--- src/rtl/keypad_scan_ctl.sv ---
`timescale 1ns/1ps
// -----------------------------------------------------------------------------
// keypad_scan_ctl
//   Scans a ROW_NUM x COL_NUM matrix keypad.
//   - Walks a one-cold, active-low strobe across the columns.
//   - Samples the synchronized active-low row lines once per column dwell.
//   - Debounces the per-scan key candidate across whole scans.
//   - Reports accepted keys as an index plus a one-cycle valid pulse.
//
// Ports
//   clk        in   system clock, single domain
//   rst_n      in   synchronous, active-low reset
//   row_n      in   [ROW_NUM-1:0] keypad rows, active-low, asynchronous to clk
//   col_n      out  [COL_NUM-1:0] column strobe, active-low, exactly one bit low
//   key_code   out  [3:0] accepted key index = row*COL_NUM + col
//   key_valid  out  one-cycle pulse when a key is accepted (or auto-repeats)
//   key_down   out  debounced "key held" level
//
// Build option
//   KEYPAD_REPEAT_EN  when defined, a held key re-pulses key_valid every
//                     REPEAT_SCANS full scans. Otherwise REPEAT_SCANS is ignored.
// -----------------------------------------------------------------------------
module keypad_scan_ctl #(
  parameter int unsigned COL_NUM        = 4,
  parameter int unsigned ROW_NUM        = 4,
  parameter int unsigned SCAN_DIV       = 1000,
  parameter int unsigned DEBOUNCE_SCANS = 4,
  parameter int unsigned REPEAT_SCANS   = 64
) (
  input  logic               clk,
  input  logic               rst_n,
  input  logic [ROW_NUM-1:0] row_n,
  output logic [COL_NUM-1:0] col_n,
  output logic [3:0]         key_code,
  output logic               key_valid,
  output logic               key_down
);

  localparam int unsigned DW = (SCAN_DIV > 1) ? $clog2(SCAN_DIV) : 1;
  localparam int unsigned CW = (COL_NUM  > 1) ? $clog2(COL_NUM)  : 1;
  localparam int unsigned SW = $clog2(DEBOUNCE_SCANS + 1);

  localparam logic [DW-1:0] DWELL_LAST = DW'(SCAN_DIV - 1);
  localparam logic [CW-1:0] COL_LAST   = CW'(COL_NUM - 1);
  localparam logic [SW-1:0] STABLE_MAX = SW'(DEBOUNCE_SCANS);

  // Per-scan key candidate; none=1 covers both "no key" and "multi-key/ghost".
  typedef struct packed {
    logic       none;
    logic [3:0] idx;
  } cand_t;

  localparam cand_t CAND_NONE = '{none: 1'b1, idx: 4'd0};

  // Row synchronizer
  logic [ROW_NUM-1:0] row_s1_q, row_s2_q;

  // Scan timing
  logic [DW-1:0]      dwell_q;
  logic [CW-1:0]      col_q;
  logic [COL_NUM-1:0] col_n_q;

  // Snapshot accumulators for the scan in progress
  logic [1:0] acc_cnt_q;
  logic [3:0] acc_idx_q;

  // Completed scan candidate and debounce history
  cand_t      cand_q;
  logic       scan_done_q;
  cand_t      prev_cand_q;
  logic [SW-1:0] stable_q;

  // Registered outputs
  logic [3:0] key_code_q;
  logic       key_valid_q;
  logic       key_down_q;

`ifdef KEYPAD_REPEAT_EN
  localparam int unsigned RW = (REPEAT_SCANS > 1) ? $clog2(REPEAT_SCANS) : 1;
  localparam logic [RW-1:0] RPT_LAST = RW'(REPEAT_SCANS - 1);
  logic [RW-1:0] rep_q;
`endif

  // ---------------------------------------------------------------------------
  // Combinational helpers
  // ---------------------------------------------------------------------------
  logic       sample;
  logic       col_last;
  logic [1:0] col_hits;
  logic [3:0] hit_idx;
  logic [2:0] cnt_sum;
  logic [1:0] scan_cnt_d;
  logic [3:0] scan_idx_d;

  assign sample   = (dwell_q == DWELL_LAST);
  assign col_last = (col_q == COL_LAST);

  // Pressed rows in the active column: saturating count plus lowest row index.
  always_comb begin
    col_hits = 2'd0;
    hit_idx  = 4'd0;
    for (int unsigned r = 0; r < ROW_NUM; r++) begin
      if (!row_s2_q[r]) begin
        if (col_hits == 2'd0) hit_idx = 4'(r * COL_NUM) + 4'(col_q);
        if (col_hits != 2'd2) col_hits = col_hits + 2'd1;
      end
    end
  end

  // Merge into the running snapshot. Columns are visited in ascending order,
  // so the first hit recorded is the lowest column, then the lowest row.
  always_comb begin
    cnt_sum    = {1'b0, acc_cnt_q} + {1'b0, col_hits};
    scan_cnt_d = (cnt_sum > 3'd2) ? 2'd2 : cnt_sum[1:0];
    scan_idx_d = (acc_cnt_q == 2'd0 && col_hits != 2'd0) ? hit_idx : acc_idx_q;
  end

  // Debounce step, evaluated in the cycle after a scan completes.
  logic          same;
  logic [SW-1:0] stable_d;
  logic          differs;
  logic          accept;

  always_comb begin
    same     = (cand_q == prev_cand_q);
    stable_d = SW'(1);
    if (same) stable_d = (stable_q == STABLE_MAX) ? STABLE_MAX : stable_q + SW'(1);
    // Only the transition into STABLE_MAX can accept, never a saturated hold.
    differs  = cand_q.none ? key_down_q
                           : (!key_down_q || (key_code_q != cand_q.idx));
    accept   = (stable_d == STABLE_MAX) && (stable_q != STABLE_MAX) && differs;
  end

  // ---------------------------------------------------------------------------
  // Sequential logic
  // ---------------------------------------------------------------------------
  always_ff @(posedge clk) begin
    if (!rst_n) begin
      row_s1_q    <= '1;
      row_s2_q    <= '1;
      dwell_q     <= '0;
      col_q       <= '0;
      col_n_q     <= ~COL_NUM'(1);
      acc_cnt_q   <= '0;
      acc_idx_q   <= '0;
      cand_q      <= CAND_NONE;
      scan_done_q <= 1'b0;
      prev_cand_q <= CAND_NONE;
      stable_q    <= '0;
      key_code_q  <= '0;
      key_valid_q <= 1'b0;
      key_down_q  <= 1'b0;
`ifdef KEYPAD_REPEAT_EN
      rep_q       <= '0;
`endif
    end else begin
      row_s1_q <= row_n;
      row_s2_q <= row_s1_q;

      dwell_q <= sample ? '0 : dwell_q + DW'(1);

      if (sample) begin
        col_q   <= col_last ? '0 : col_q + CW'(1);
        col_n_q <= {col_n_q[COL_NUM-2:0], col_n_q[COL_NUM-1]};
        if (col_last) begin
          cand_q.none <= (scan_cnt_d != 2'd1);
          cand_q.idx  <= (scan_cnt_d == 2'd1) ? scan_idx_d : 4'd0;
          acc_cnt_q   <= '0;
          acc_idx_q   <= '0;
        end else begin
          acc_cnt_q <= scan_cnt_d;
          acc_idx_q <= scan_idx_d;
        end
      end

      scan_done_q <= sample && col_last;
      key_valid_q <= 1'b0;

      if (scan_done_q) begin
        prev_cand_q <= cand_q;
        stable_q    <= stable_d;
        if (accept) begin
          key_down_q <= !cand_q.none;
          if (!cand_q.none) begin
            key_code_q  <= cand_q.idx;
            key_valid_q <= 1'b1;
          end
        end
`ifdef KEYPAD_REPEAT_EN
        // Repeat only while the same debounced key is still seen each scan.
        if (accept || !key_down_q || cand_q.none || (cand_q.idx != key_code_q)) begin
          rep_q <= '0;
        end else if (rep_q == RPT_LAST) begin
          rep_q       <= '0;
          key_valid_q <= 1'b1;
        end else begin
          rep_q <= rep_q + RW'(1);
        end
`endif
      end
    end
  end

  assign col_n     = col_n_q;
  assign key_code  = key_code_q;
  assign key_valid = key_valid_q;
  assign key_down  = key_down_q;

endmodule

--- config.mk ---
export PLATFORM = sky130hd
export DESIGN_NAME = keypad_scan_ctl
export DESIGN_NICKNAME = d
export VERILOG_FILES = /design/src/rtl/keypad_scan_ctl.sv
export SDC_FILE = /design/constraint.sdc
export NUM_CORES = 1
export LEC_CHECK = 0
export BUFFER_PORTS_ARGS = -buffer_cell sky130_fd_sc_hd__buf_4
export CAP_MARGIN = 20
export CORE_ASPECT_RATIO = 1.75
export CORE_MARGIN = 5
export CORE_UTILIZATION = 45
export CTS_BUF_LIST = sky130_fd_sc_hd__clkbuf_2 sky130_fd_sc_hd__clkbuf_4 sky130_fd_sc_hd__clkbuf_8
export CTS_CLUSTER_SIZE = 8
export DETAILED_ROUTE_END_ITERATION = 8
export PLACE_DENSITY_LB_ADDON = 0.25
export REMOVE_ABC_BUFFERS = 1
export SLEW_MARGIN = 20
export SYNTH_ARGS = -nofsm -noshare
export SYNTH_HDL_FRONTEND = slang
export SYNTH_SLANG_ARGS = --single-unit
export TNS_END_PERCENT = 20
--- constraint.sdc ---
create_clock -name clk -period 3.3 [get_ports clk]
set_input_delay 0.66 -clock clk [delete_from_list [all_inputs] [get_ports clk]]
set_output_delay 0.66 -clock clk [all_outputs]
set_load 0.005 [all_outputs]
* Word-level counts from Yosys, hierarchy flattened *
Cells that the tools add are included.

operators by class
  add/subtract/negate cells = 10
  order comparisons = 1
  eq/ne operators = 12
  mux-type cells = 24
  bitwise operators = 2
  reductions and logical operators = 17

operators with widths
  kind                                                 count
  2-to-1 mux 4 bit                                     9
  2-to-1 mux 2 bit                                     10
  adder 10 x 1 -> 10 bit (second input constant)       1
  == test 10 bit (second input constant)               1
  adder 2 x 1 -> 2 bit (second input constant)         4
  zero test 2 bit                                      4
  == test 3 bit (second input constant)                2
  2-to-1 mux 3 bit                                     2
  inequality test 2 bit (second input constant)        3
  AND reduction 3 bit                                  2
  == test 5 bit                                        1
  adder 3 x 2 -> 4 bit (first input constant)          1
  adder 3 x 3 -> 4 bit (first input constant)          1
  adder 4 x 2 -> 4 bit (first input constant)          1
  logical AND 1 bit                                    4
  inequality test 4 bit                                1
  AND reduction 2 bit                                  2
  adder 2 x 2 -> 3 bit                                 1
  adder 3 x 1 -> 3 bit (second input constant)         1
  > comparator 3 x 2 -> 1 bit (second input constant)  1
  2-to-1 mux 1 bit                                     3
  inequality test 3 bit (second input constant)        1
  == test 2 x 1 -> 1 bit (second input constant)       1
  == test 2 bit (second input constant)                1
  6 further kinds                                      8

storage, ports and cells
  bits in registers = 50
  input port bits = 6
  output and inout port bits = 10
  word-level logic and storage cells = 82

* Logic depth before layout (Yosys ltp) *
  depth after elaboration = 15
  depth in mapped cells = 13

* Least setup slack after synthesis *
No wires, ideal clock.

  path type = reg2reg
  start = reg row_s2_q[0]
  end = reg cand_q[2] (netlist bit)
  data arrival time = 2.606 ns
  slack = 0.628 ns
  cell stages (with the launch flop) = 14
  period minus slack after synthesis = 2.672 ns
  path through = dfxtp_1 > inv_1 > ha_1 > a21oi_1 > ha_1 > nor2_1 > a21oi_1 > ha_1 > inv_1 > fa_1 > nand3_1 > or3_1 > a2bb2oi_1 > nor2_1

on the way
  word-level cells in the longest chain between the ends = 15
  elaborated cells on any way between the ends = 30

RTL lines
  item                                                           RTL line  RTL
  start: declaration                                             56        logic [ROW_NUM-1:0] row_s1_q, row_s2_q;
  start signal: assignment                                       158       row_s2_q <= row_s1_q;
  2-to-1 mux 1 bit *                                             103       if (!row_s2_q[r]) begin
  adder 2 x 1 -> 2 bit or inequality test 2 bit (tied branches)  105       if (col_hits != 2'd2) col_hits = col_hits + 2'd1;
  2-to-1 mux 2 bit                                               105
  2-to-1 mux 2 bit                                               103
  adder 2 x 1 -> 2 bit or inequality test 2 bit (tied branches)  105
  2-to-1 mux 2 bit                                               105
  2-to-1 mux 2 bit                                               103
  adder 2 x 1 -> 2 bit or inequality test 2 bit (tied branches)  105
  2-to-1 mux 2 bit                                               105
  2-to-1 mux 2 bit                                               103
  adder 2 x 2 -> 3 bit                                           113       cnt_sum = {1'b0, acc_cnt_q} + {1'b0, col_hits};
  > comparator 3 x 2 -> 1 bit                                    114       scan_cnt_d = (cnt_sum > 3'd2) ? 2'd2 : cnt_sum[1:0];
  2-to-1 mux 2 bit                                               114
  == test 2 x 1 -> 1 bit                                         167       cand_q.idx <= (scan_cnt_d == 2'd1) ? scan_idx_d : 4'd0;
  2-to-1 mux 4 bit *                                             167
  end: declaration                                               68        cand_t cand_q;

Mark *: on every way between the ends. The rest lies on a longest branch, timed or not.
A chain may end at the register's enable or synchronous reset.

* Worst setup path after layout *
Same ends and word-level chain as after synthesis.

==> run_results.csv <==
group,metric,value,unit
job,max-cap-violations,0,
timing,setup_violations,0,
clock_tree,cts_num_sinks,50,
clock_tree,clkTransAtPathRegs,0.08,ns
timing,final.min_clock_period,2.872,ns
worst_setup_path,startpoint,"row_s2_q[0]",
power,worst_ir_drop_vdd,320.3,µV
clock_tree,htreeDepth,2,
drt,wl_per_cell,12.54,µm
clock_tree,post_cts_resized,0,
floorplanning,pin_count,16,
logic_synthesis,synth_seq_area_share,44.13,%
timing,hold_slack,0.4088,ns
final_layout,diodes,0,
floorplanning,dieArea,6617,µm²
worst_setup_path,crit_path_end_kind,"flip-flop",
timing,setup-tns-final,0,ns
clock_tree,clkLatencyLatePin,0.29,ns
drt,wl,3.974,mm
power,switching_share,20.94,%
worst_setup_path,max_stage_delay,0.50,ns
worst_setup_path,worstPathArrival,3.11,ns
grt,gr-usage-all-layers,12.95,%
worst_setup_path,endpoint,"cand_q[2]",
final_layout,fill_cells,481,
grt,grt_first_pass_wirelength,6.955,mm
logic_synthesis,synthesis.area,2268,µm²
timing,hold_viol_final,0,
power,p_sw,211.3,µW
final_layout,final_area,2514,µm²
placement,gp_congestion,0.8348,
placement,io_buffers,15,
grt,overflow,0,
worst_setup_path,path_class,"reg -> reg",
final_layout,final_cell_mix,"dfxtp_1, nand2_1, nor2_1",
floorplanning,chipHeight,103.9,µm
power,power_density,401.4,nW/µm²
grt,grt_start_max_net_pins,26,
logic_synthesis,synth_edf_count,0,
clock_tree,cts_buffer_depth,2,
worst_setup_path,crit_fanout,5,
clock_tree,cts_tree,"yes",
logic_synthesis,ys_seq_elements,50,
worst_hold_path,min_path_type,"reg -> reg",
timing,tightestPinTransition,0.4658,ns
logic_synthesis,synthCells,247,
timing,final-max-slew-violation-count,0,
worst_setup_path,worstPathRequired,3.54,ns
power,sequentialPowerShare,61.0,%
status,status,"finished, final reports clean",
timing,fin_crit_sh,87.04,%
drt,drc,0,
clock_tree,cts_hold_buffers,0,
final_layout,layout_commonest_cell,"dfxtp_1",
drt,viasPerCell,5.309,
drt,antenna_left,0,
worst_setup_path,reg2reg_setup_slack,0.43,ns
power,power.share.clock,33.8,%
final_layout,post-route-util,50.94,%
final_layout,syn_to_final_growth,10.81,%
logic_synthesis,yosysWarningCount,0,
floorplanning,num_rows,34,
drt,vias,1683,
final_layout,drive_gt1_share,11.03,%
final_layout,fin_nets,281,
floorplanning,core,4935,µm²
power,p_int,797.6,µW
grt,first_global_vias,1596,
worst_setup_path,reg2reg_to,"cand_q[2]",
drt,dr.pass1.iters,4,
worst_setup_path,reg2regPathDepth,13,
clock_tree,cts_buffers,5,
placement,placed_cell_area,2430,µm²
worst_setup_path,cpMostUsedCell,"ha_1",
timing,timing.slew.headroom,68.90,%
power,comb_power_share,5.2,%
logic_synthesis,ys_async_sr_fraction,0,%
floorplanning,die_w,63.67,µm
worst_setup_path,r2r-start,"row_s2_q[0]",
worst_setup_path,critical_path.cell_chain,"inv_1 -> ha_1 -> a21oi_1 -> ha_1 -> nor2_1 -> a21oi_1 -> ha_1 -> inv_1 -> fa_1 -> nand3_1 -> or3_1 -> a2bb2oi_1 -> nor2_1",
power,leakagePower,0.001024,µW
clock_tree,postCtsSetupRepairBufs,0,
drt,first_iter_violations,49,
clock_tree,cts_root_buf,"clkbuf_8",
worst_setup_path,worst_path_max_delay_cell,"fa_1",
timing,rsz0062_at_grt,"false",
timing,skew,0.003500,ns
logic_synthesis,syn_avg_cell_area,9.184,µm²
timing,max_freq,348.2,MHz
grt,antenna_found_initial,0,
logic_synthesis,ys.flop_type,"dfxtp_1",
placement,hpwl,3.067,mm
floorplanning,initial_core_util,45.97,%
logic_synthesis,synth_cell_type_count,44,
worst_setup_path,startpoint_type,"flip-flop",
[sequential cells by signal, summed over array words and instances, names as in the netlist]
register     cells
row_s1_q         4
stable_q         3
key_valid        1
key_code         4
scan_done_q      1
key_down         1
prev_cand_q      5
row_s2_q         4
acc_cnt_q        2
acc_idx_q        4
col_q            2
dwell_q         10
cand_q           5
col_n            4
[per-layer routing]
layer | GRT usage, % | vias to the layer above | wire (µm)
met5 | 0 | - | 0
met4 | 5.795 | 0 | 70
met3 | 2.270 | 7 | 113
met2 | 24.93 | 16 | 2254
met1 | 12.79 | 783 | 1536
li1 | - | 877 | -
[kinds of logic (layout without fill, tap and decap cells)]
group	count (synthesis)	after routing	synth area share (%)
compound gates	35	35	10.26
mux	19	19	8.439
xor+xnor	12	12	4.633
simple gates	98	98	21.95
buf+inv	21	37	3.640
flops	50	50	44.13
fa+ha+maj	12	12	6.950
[how the worst min path moves through the flow]
stage | startpoint | end | slack (ns) | cells past startpoint
global route | row_s1_q[1] | row_s2_q[1] | 0.43 | 1
detailed placement | row_s1_q[2] | row_s2_q[2] | 0.39 | 1
global placement | row_s1_q[3] | row_s2_q[3] | 0.39 | 1
finish | row_s1_q[2] | row_s2_q[2] | 0.41 | 1
CTS | row_s1_q[2] | row_s2_q[2] | 0.41 | 1
floorplan | row_s1_q[0] | row_s2_q[0] | 0.39 | 1
[critical path, delay by kind of cell (launching register included)]
family / cells / cell delay (ns)
adders and majority gates: 4 / 1.17
and+or+nand+nor: 4 / 0.62
AOI/OAI and AO/OA: 3 / 0.52
DFF: 1 / 0.40
buffers and inverters: 2 / 0.11
[area by class of cell]
type | count | area, µm² | share of cell area (%)
Sequential cell | 50 | 1001 | 39.82
Clock buffer | 7 | 83.83 | 3.335
Tap cell | 54 | 67.56 | 2.688
Timing Repair Buffer | 17 | 127.6 | 5.077
Inverter | 13 | 48.80 | 1.941
Multi-Input combinational cell | 176 | 1185 | 47.14
[synth_stat cells, drive strengths merged (4+ instances only)]
| cell type | number | area, µm² |
|---|---|---|
| ha | 11 | 137.6 |
| mux2i | 18 | 180.2 |
| xnor2 | 7 | 61.31 |
| xor2 | 5 | 43.79 |
| nor2 | 28 | 105.1 |
| nor3 | 4 | 25.02 |
| buf | 5 | 22.52 |
| o21ai | 4 | 20.02 |
| or3 | 6 | 37.54 |
| nand2b | 8 | 50.05 |
| nand3 | 6 | 30.03 |
| nand2 | 29 | 108.9 |
| inv | 12 | 45.04 |
| dfxtp | 50 | 1001 |
| a2bb2oi | 4 | 35.03 |
| a21oi | 14 | 70.07 |
[power by group through the flow]
stage | clock network (µW) | registers [µW] | logic [µW]
floorplan | 0 | 629 | 35.8
global placement | 0 | 630 | 53.0
detailed placement | 0 | 630 | 53.0
CTS | 358 | 616 | 53.6
global route | 378 | 617 | 59.3
finish | 341 | 616 | 52.1
[per-stage QoR]
stage	cells	setup WS, ns	power (µW)
after CTS	317	0.3792	1027
after floorplan	239	0.6181	664.8
after global routing	317	0.1060	1055
final	317	0.4278	1009
after global placement	310	0.5036	682.8
after detailed placement	310	0.3903	683.1
(Power assumes the default switching activity.)
